### config.mk
export PLATFORM = sky130hd
export DESIGN_NAME = pc_flag_unit
export DESIGN_NICKNAME = d
export VERILOG_FILES = /design/src/rtl/pc_flag_unit_pkg.sv /design/src/rtl/pc_flag_unit_cond_eval.sv /design/src/rtl/pc_flag_unit.sv
export SDC_FILE = /design/constraint.sdc
export NUM_CORES = 1
export LEC_CHECK = 0
export CAP_MARGIN = 10
export CELL_PAD_IN_SITES_DETAIL_PLACEMENT = 0
export CELL_PAD_IN_SITES_GLOBAL_PLACEMENT = 1
export CORE_UTILIZATION = 30
export DETAILED_ROUTE_END_ITERATION = 8
export PLACE_DENSITY = 0.78
export SYNTH_ARGS = -nofsm -noshare
export SYNTH_HDL_FRONTEND = slang
export SYNTH_SLANG_ARGS = --single-unit
### constraint.sdc
create_clock -name clk -period 2.4 [get_ports clk]
set_clock_uncertainty 0.2 [all_clocks]
set_input_delay 0.48 -clock clk [delete_from_list [all_inputs] [get_ports clk]]
set_output_delay 0.48 -clock clk [all_outputs]
set_load 0.005 [all_outputs]
### src/rtl/pc_flag_unit_pkg.sv
// Shared fetch/branch definitions: opcodes, condition codes, flag bit positions
// and the control-stage FSM encoding. Also imported by the ALU and decoder.
package pc_flag_unit_pkg;

  localparam logic [3:0] OP_B   = 4'hC;
  localparam logic [3:0] OP_BR  = 4'hD;
  localparam logic [3:0] OP_PCS = 4'hE;
  localparam logic [3:0] OP_HLT = 4'hF;

  typedef enum logic [2:0] {
    CC_NE = 3'b000,
    CC_EQ = 3'b001,
    CC_GT = 3'b010,
    CC_LT = 3'b011,
    CC_GE = 3'b100,
    CC_LE = 3'b101,
    CC_OV = 3'b110,
    CC_UN = 3'b111
  } ccc_e;

  localparam int FLAG_N = 2;
  localparam int FLAG_Z = 1;
  localparam int FLAG_V = 0;

  typedef enum logic {
    ST_RUN    = 1'b0,
    ST_HALTED = 1'b1
  } state_e;

endpackage

### src/rtl/pc_flag_unit_cond_eval.sv
// Branch condition evaluator: decides whether a ccc code holds for a given
// N/Z/V flag set. Purely combinational so later pipeline stages can reuse it.
module pc_flag_unit_cond_eval
  import pc_flag_unit_pkg::*;
(
  input  logic [2:0] ccc,
  input  logic [2:0] flags,
  output logic       taken
);

  logic n, z, v;

  assign n = flags[FLAG_N];
  assign z = flags[FLAG_Z];
  assign v = flags[FLAG_V];

  // NOTE: a default assignment before the case keeps this block free of inferred latches.
  always_comb begin
    taken = 1'b0;
    case (ccc_e'(ccc))
      CC_NE:   taken = !z;
      CC_EQ:   taken = z;
      CC_GT:   taken = !z && !n;
      CC_LT:   taken = n;
      CC_GE:   taken = z || (!z && !n);
      CC_LE:   taken = n || z;
      CC_OV:   taken = v;
      CC_UN:   taken = 1'b1;
      default: taken = 1'b0;
    endcase
  end

endmodule

### src/rtl/pc_flag_unit.sv
// Fetch-side control stage: owns the PC, the architectural N/Z/V flags and the
// run/halt state, and resolves B/BR against the flags left by earlier instructions.
module pc_flag_unit
  import pc_flag_unit_pkg::*;
#(
  parameter int                 DATA_W   = 16,
  parameter logic [DATA_W-1:0]  RESET_PC = '0
) (
  input  logic              clk,
  input  logic              rst,
  input  logic              stall,
  input  logic [3:0]        opcode,
  input  logic [2:0]        ccc,
  input  logic [8:0]        imm9,
  input  logic [DATA_W-1:0] br_target,
  input  logic [2:0]        alu_flags,
  input  logic [2:0]        alu_flag_en,
  output logic [DATA_W-1:0] pc,
  output logic [DATA_W-1:0] pc_plus2,
  output logic [2:0]        flags_q,
  output logic              branch_taken,
  output logic              halted
);

  state_e            state;
  logic              cond_true;
  logic              is_branch;
  logic              is_hlt;
  logic              advance;
  logic [DATA_W-1:0] b_offset;
  logic [DATA_W-1:0] next_pc;

  pc_flag_unit_cond_eval u_cond_eval (
    .ccc   (ccc),
    .flags (flags_q),
    .taken (cond_true)
  );

  assign is_branch    = (opcode == OP_B) || (opcode == OP_BR);
  assign is_hlt       = (opcode == OP_HLT);
  assign advance      = (state == ST_RUN) && !stall;
  assign branch_taken = is_branch && cond_true && (state == ST_RUN);
  assign pc_plus2     = pc + DATA_W'(2);

  // Offset counts instructions: sign-extend imm9, then scale by two bytes.
  assign b_offset = {{(DATA_W-9){imm9[8]}}, imm9[7:0], 1'b0};

  always_comb begin
    next_pc = pc_plus2;
    if (is_hlt)
      next_pc = pc;
    else if (branch_taken && opcode == OP_B)
      next_pc = pc_plus2 + b_offset;
    else if (branch_taken && opcode == OP_BR)
      next_pc = {br_target[DATA_W-1:1], 1'b0};
  end

  // NOTE: sequential state uses non-blocking assignments so every register
  // samples pre-edge values regardless of statement order.
  always_ff @(posedge clk or posedge rst) begin
    if (rst) begin
      pc      <= RESET_PC;
      flags_q <= 3'b000;
      state   <= ST_RUN;
      halted  <= 1'b0;
    end else if (advance) begin
      pc <= next_pc;
      if (is_hlt) begin
        state  <= ST_HALTED;
        halted <= 1'b1;
      end else begin
        for (int i = 0; i < 3; i++) begin
          if (alu_flag_en[i]) flags_q[i] <= alu_flags[i];
        end
      end
    end
  end

endmodule

Word-level counts from Yosys, hierarchy flattened:

Cells that the tools add are included.

* bits in registers: 20
* input bits: 41
* output and inout bits: 37

* $add $sub $neg: 2
* eq/ne operators: 10
* multiplexer cells: 3
* bitwise gates (word level): 2
* reduce and logical (&&, ||, !) cells: 18

Operator list (number)
* 2-to-1 mux 16 bit: 2
* adder 16 bit: 1
* adder 16 x 2 -> 16 bit, second input constant: 1
* == test 3 bit, second input constant: 4
* == test 4 bit, second input constant: 3
* AND reduction 3 bit: 3
* one-hot mux 1 bit (8 select lines): 1
* == test 3 x 2 -> 1 bit, second input constant: 2
* logical AND 1 bit: 6
* AND reduction 2 bit: 2
* == test 3 x 1 -> 1 bit, second input constant: 1
* zero test 1 bit: 3
* zero test 3 bit: 1
* logical OR 1 bit: 3
* inverter 1 bit: 2

Logic depth before layout (Yosys ltp):

Gate-level depths: netlist (run 1).

* word-level depth: 9
* depth in mapped cells: 12

Modules after synthesis:

From an unflattened synthesis (run 1), not the netlist that was laid out.

* cells, all modules: 278
* area total of the unflattened synthesis: 2178.3 µm²

Modules (own cells, without submodules)
* pc_flag_unit: instances 1, cells an instance 267, area each 2102.0 µm², seq. area each 475.5 µm²
* pc_flag_unit_cond_eval: instances 1, cells an instance 11, area each 76.3 µm², seq. area each 0.0 µm²

Least setup slack after synthesis (run 1):

No wires, ideal clock.

* path type: reg-to-reg
* start: register pc[1]
* end: register pc[12]
* setup time: 0.128 ns
* arrival time: 2.485 ns
* required time: 2.072 ns
* path slack: -0.413 ns
* cell stages (with the launch flop): 11
* period minus slack after synthesis: 2.813 ns
* cell sequence: dfrtp_1 ha_1 nand3_1 xnor2_1 ha_1 and3_1 a22o_1 o41ai_2 o21ai_0 xnor2_1 o22ai_1

* word-level cells in the longest chain between the ends: 3

Ends and longest elaborated chain
* start, declared: RTL line pc_flag_unit.sv:18 `output logic [DATA_W-1:0] pc,`
* start signal, assigned: RTL line pc_flag_unit.sv:67 `pc <= next_pc;`
* adder 16 x 2 -> 16 bit: RTL line pc_flag_unit.sv:43 `assign pc_plus2 = pc + DATA_W'(2);`
* via pc_plus2[5]: RTL line pc_flag_unit.sv:19 `output logic [DATA_W-1:0] pc_plus2,`
* adder 16 bit: RTL line pc_flag_unit.sv:53 `next_pc = pc_plus2 + b_offset;`
* 2-to-1 mux 16 bit: RTL line pc_flag_unit.sv:52 `else if (branch_taken && opcode == OP_B)`

The timed path passes the listed nets, and every way through them passes these cells.
A chain may end at the register's enable or synchronous reset.

Worst setup path after layout (run 1):

* start: register pc[1]
* end: register pc[14]

* word-level cells in the longest chain between the ends: 3

Ends and longest elaborated chain (RTL line)
* adder 16 x 2 -> 16 bit (*): pc_flag_unit.sv:43
* adder 16 bit / 2-to-1 mux 16 bit (equally long branches): pc_flag_unit.sv:53, pc_flag_unit.sv:54
* 2-to-1 mux 16 bit (*): pc_flag_unit.sv:52

Mark *: on every way between the ends. The rest lies on a longest branch, timed or not.

==> qor.csv, run 1 <==
stage,metric,value,unit
run_status,status,"complete, but fails checks",
run_status,failing checks,negative setup slack,
clocking,CTS buffer count,3,
critical_path,Setup Crit Path Kind,flip-flop to flip-flop,
critical_path,"Largest stage delay, worst path",0.44,ns
layout,Util after Layout,63.53,%
floorplan,die width,87.36,um
critical_path,crit path DAT,2.85,ns
clocking,CTS tree,built,
floorplan,Starting Density,31.65,%
layout,share of layout cells above drive strength 1,45.27,%
clocking,clk buf depth,2,
route,Routed WL per cell,15.64,um
critical_path,crit path capture type,flip-flop,
power_and_ir_drop,LEAKAGE,1.842,nW
critical_path,Critical-path top delay cell,o41ai_4,
yosys,Post-synth EDFFs,0,
sta,Final Worst Setup Slack,-0.5038,ns
clocking,Clock Sinks,19,
critical_path,CP dominant cell by count,ha_4,
layout,Fill cells,597,
run,Max-Cap Viols,0,
yosys,post-synthesis instance area,2186,um^2
power_and_ir_drop,PwrDens,1037,nW/um^2
placement,gpl congestion,0.8287,
yosys,commonest cells in the netlist,"nand2_1 (23), o21ai_0 (21), dfrtp_1 (19), ha_1 (18), a21oi_1 (16)",
placement,cell total after placement,502,
floorplan,Ports,78,
floorplan,Die H,87.36,um
critical_path,crit path max fanout,3,
route,DRC violation count after routing,0,
clocking,htree depth,1,
route,DR vias/cell,5.034,
critical_path,Top delay family on crit path,compound AO/OA/AOI/OAI gates,
yosys,top-count cell post-synth,nand2_1,
sta,Slew Limit Fails,0,
sta,Peak Freq,0.3444,GHz
yosys,"area leader, netlist",dfrtp_1,
yosys,number of cells produced by synthesis,265,
layout,Total Nets Final,494,
floorplan,core area,6907,um^2
yosys,post-synthesis cell type count,61,
global_routing,largest net degree at the start of global routing,35,
route,Post-DRT Antenna Nets,0,
layout,P&R area growth vs syn,100.7,%
global_routing,vias in the first global route,2750,
floorplan,die area,7632,um^2
global_routing,first-pass GRT wire length,13.48,mm
route,total wire length,8.276,mm
yosys,post-synthesis sequential area ratio,21.75,%
sta,Final setup violation count,20,
yosys,#FFs+latches synth,19,
route,TritonRoute pass-1 iters,4,
placement,port bufs,74,
power_and_ir_drop,maximum VDD drop,0.0006344,V
clocking,Worst-path clk slew,0.08,ns
route,via count,2663,
critical_path,crit path launch type,flip-flop,
global_routing,total global routing track utilization,22.89,%
critical_path,Worst Path Buf+Inv,0,
global_routing,initial antenna violation count,0,
clocking,cts hold-fix bufs,0,
sta,Fin. Hold Viols,0,
yosys,Synth Flop Type,dfrtp_1,
yosys,top-area cell type share of the netlist area,21.75,%
critical_path,Worst Path Required,2.35,ns
worst_hold_path,Hold/Removal Path Class,input port to async pin,
global_routing,GRT Residual Overflow,0,
yosys,Yosys warnings,0,
clocking,clk root buf,clkbuf_8,
layout,final std cells w/o fill,529,
critical_path,crit-path cells,"ha_4, nand4_1, nor2_4, nand2_1, nand2_2, ha_4, a211o_1, o41ai_4, o31a_1, xor2_1, o21ai_1",
floorplan,row count,30,
sta,RSZ-0062 raised after global routing,yes,
sta,Final Critical Period,2.904,ns
placement,hpwl dp,6.110,mm
route,1st-iter DRT viols,120,
sta,Tcrit/Tclk final,121.0,%
layout,# diodes,0,
clocking,"Clk Latency, worst-skew pair",0.26,ns
yosys,synth top area cells,"dfrtp_1 (22%), ha_1 (10%), xor2_1 (5.6%), o21ai_0 (4.8%), nand2_1 (3.9%)",
yosys,asr flop ratio synth,100.0,%
yosys,syn avg cell area,8.248,um^2
-- logic make-up after synthesis --
logic type      share of synthesized area, %
fa+ha+maj                              11.22
flops                                  21.75
xor+xnor                               9.445
other cells                           0.1716
mux                                    3.492
simple gates                           20.89
compound gates                         27.48
buf+inv                                5.552
-- metrics by stage --
step | worst slack [ns] | setup TNS (ns) | cell area (um^2) | power, mW | hold WS, ns
after floorplan | -0.1775 | -0.8784 | 2361 | 2.031 | 0.2308
after global placement | -0.5348 | -7.061 | 3770 | 3.590 | 0.3191
after detailed placement | -0.5973 | -8.660 | 3770 | 3.652 | 0.3260
after CTS | -0.4480 | -5.440 | 4297 | 4.426 | 0.3436
after global routing | -0.6386 | -7.733 | 4388 | 4.868 | 0.3649
final | -0.5038 | -5.746 | 4388 | 4.551 | 0.3416
-- worst paths after layout --
path                                        startpoint                      to  slack (ns)  cells after the start
worst max-delay path                 pc[1]$_DFFE_PP0P_      pc[14]$_DFFE_PP0P_       -0.50                     11
worst min-delay path                               rst  flags_q[1]$_DFFE_PP0P_        0.34                      3
worst max register to register       pc[1]$_DFFE_PP0P_      pc[14]$_DFFE_PP0P_       -0.50                     11
worst min register to register  flags_q[0]$_DFFE_PP0P_  flags_q[0]$_DFFE_PP0P_        0.34                      1
max in group asynchronous                          rst       pc[4]$_DFFE_PP0P_        1.42                      3
min in group clk                flags_q[0]$_DFFE_PP0P_  flags_q[0]$_DFFE_PP0P_        0.34                      1
-- power breakdown --
| group | total (mW) | internal (mW) | switching [mW] |
|---|---|---|---|
| combinational | 3.69 | 2.10 | 1.59 |
| clock | 0.233 | 0.118 | 0.115 |
| sequential | 0.629 | 0.462 | 0.167 |
-- per-layer routing --
metal	up-vias	GRT usage [%]	part of all wire [%]
met5	-	0	0
met4	0	5.961	2.4
met3	18	3.981	4.5
met2	86	41.48	51
met1	1245	27.76	42
li1	1314	-	-
-- worst min-delay path: cells and delay by family --
kind,cells,cell delay (ns)
buffers and inverters,3,0.71
-- flip-flops by register name, summed over array words and instances (netlist names) --
name	cells
pc	15
flags_q	3
state	1
-- cell usage in the layout (no fill, tap or decap), drive strengths merged, types with 6 or more instances in the layout --
cell type      instances
xnor2                  7
nor2                  13
nor2b                  6
inv                    9
ha                    18
nand2                 23
clkdlybuf4s50         64
o21ai                 26
xor2                  14
a21oi                 16
nand3                  8
dfrtp                 19
buf                  108
and2                   6
-- what timing repair did --
action	in CTS	in global routing
setup buffers	19	6
setup endpoints to repair	29	22
gates resized for setup	87	13
pin swaps	43	23
-- final cells by class --
cell class                 instances  area [um^2]  area share [%]
sequential                        19        483.0           11.01
clock buffer                       4        45.04           1.027
multi-input combinational        224         2138           48.73
inverter                           9        33.78          0.7699
tap                               96        120.1           2.737
timing repair buffer             177         1568           35.73
No activity file was read; power rests on OpenSTA's default activity.
==> run 2, diff against run 1 <==
--- a/config.mk
+++ b/config.mk
@@ -10,6 +10,7 @@
 export CELL_PAD_IN_SITES_GLOBAL_PLACEMENT = 1
 export CORE_UTILIZATION = 30
 export DETAILED_ROUTE_END_ITERATION = 8
+export GPL_ROUTABILITY_DRIVEN = 0
 export PLACE_DENSITY = 0.78
 export SYNTH_ARGS = -nofsm -noshare
 export SYNTH_HDL_FRONTEND = slang
==> results of run 2 <==
Final layout, timing and power as in run 1 (identical DEF).
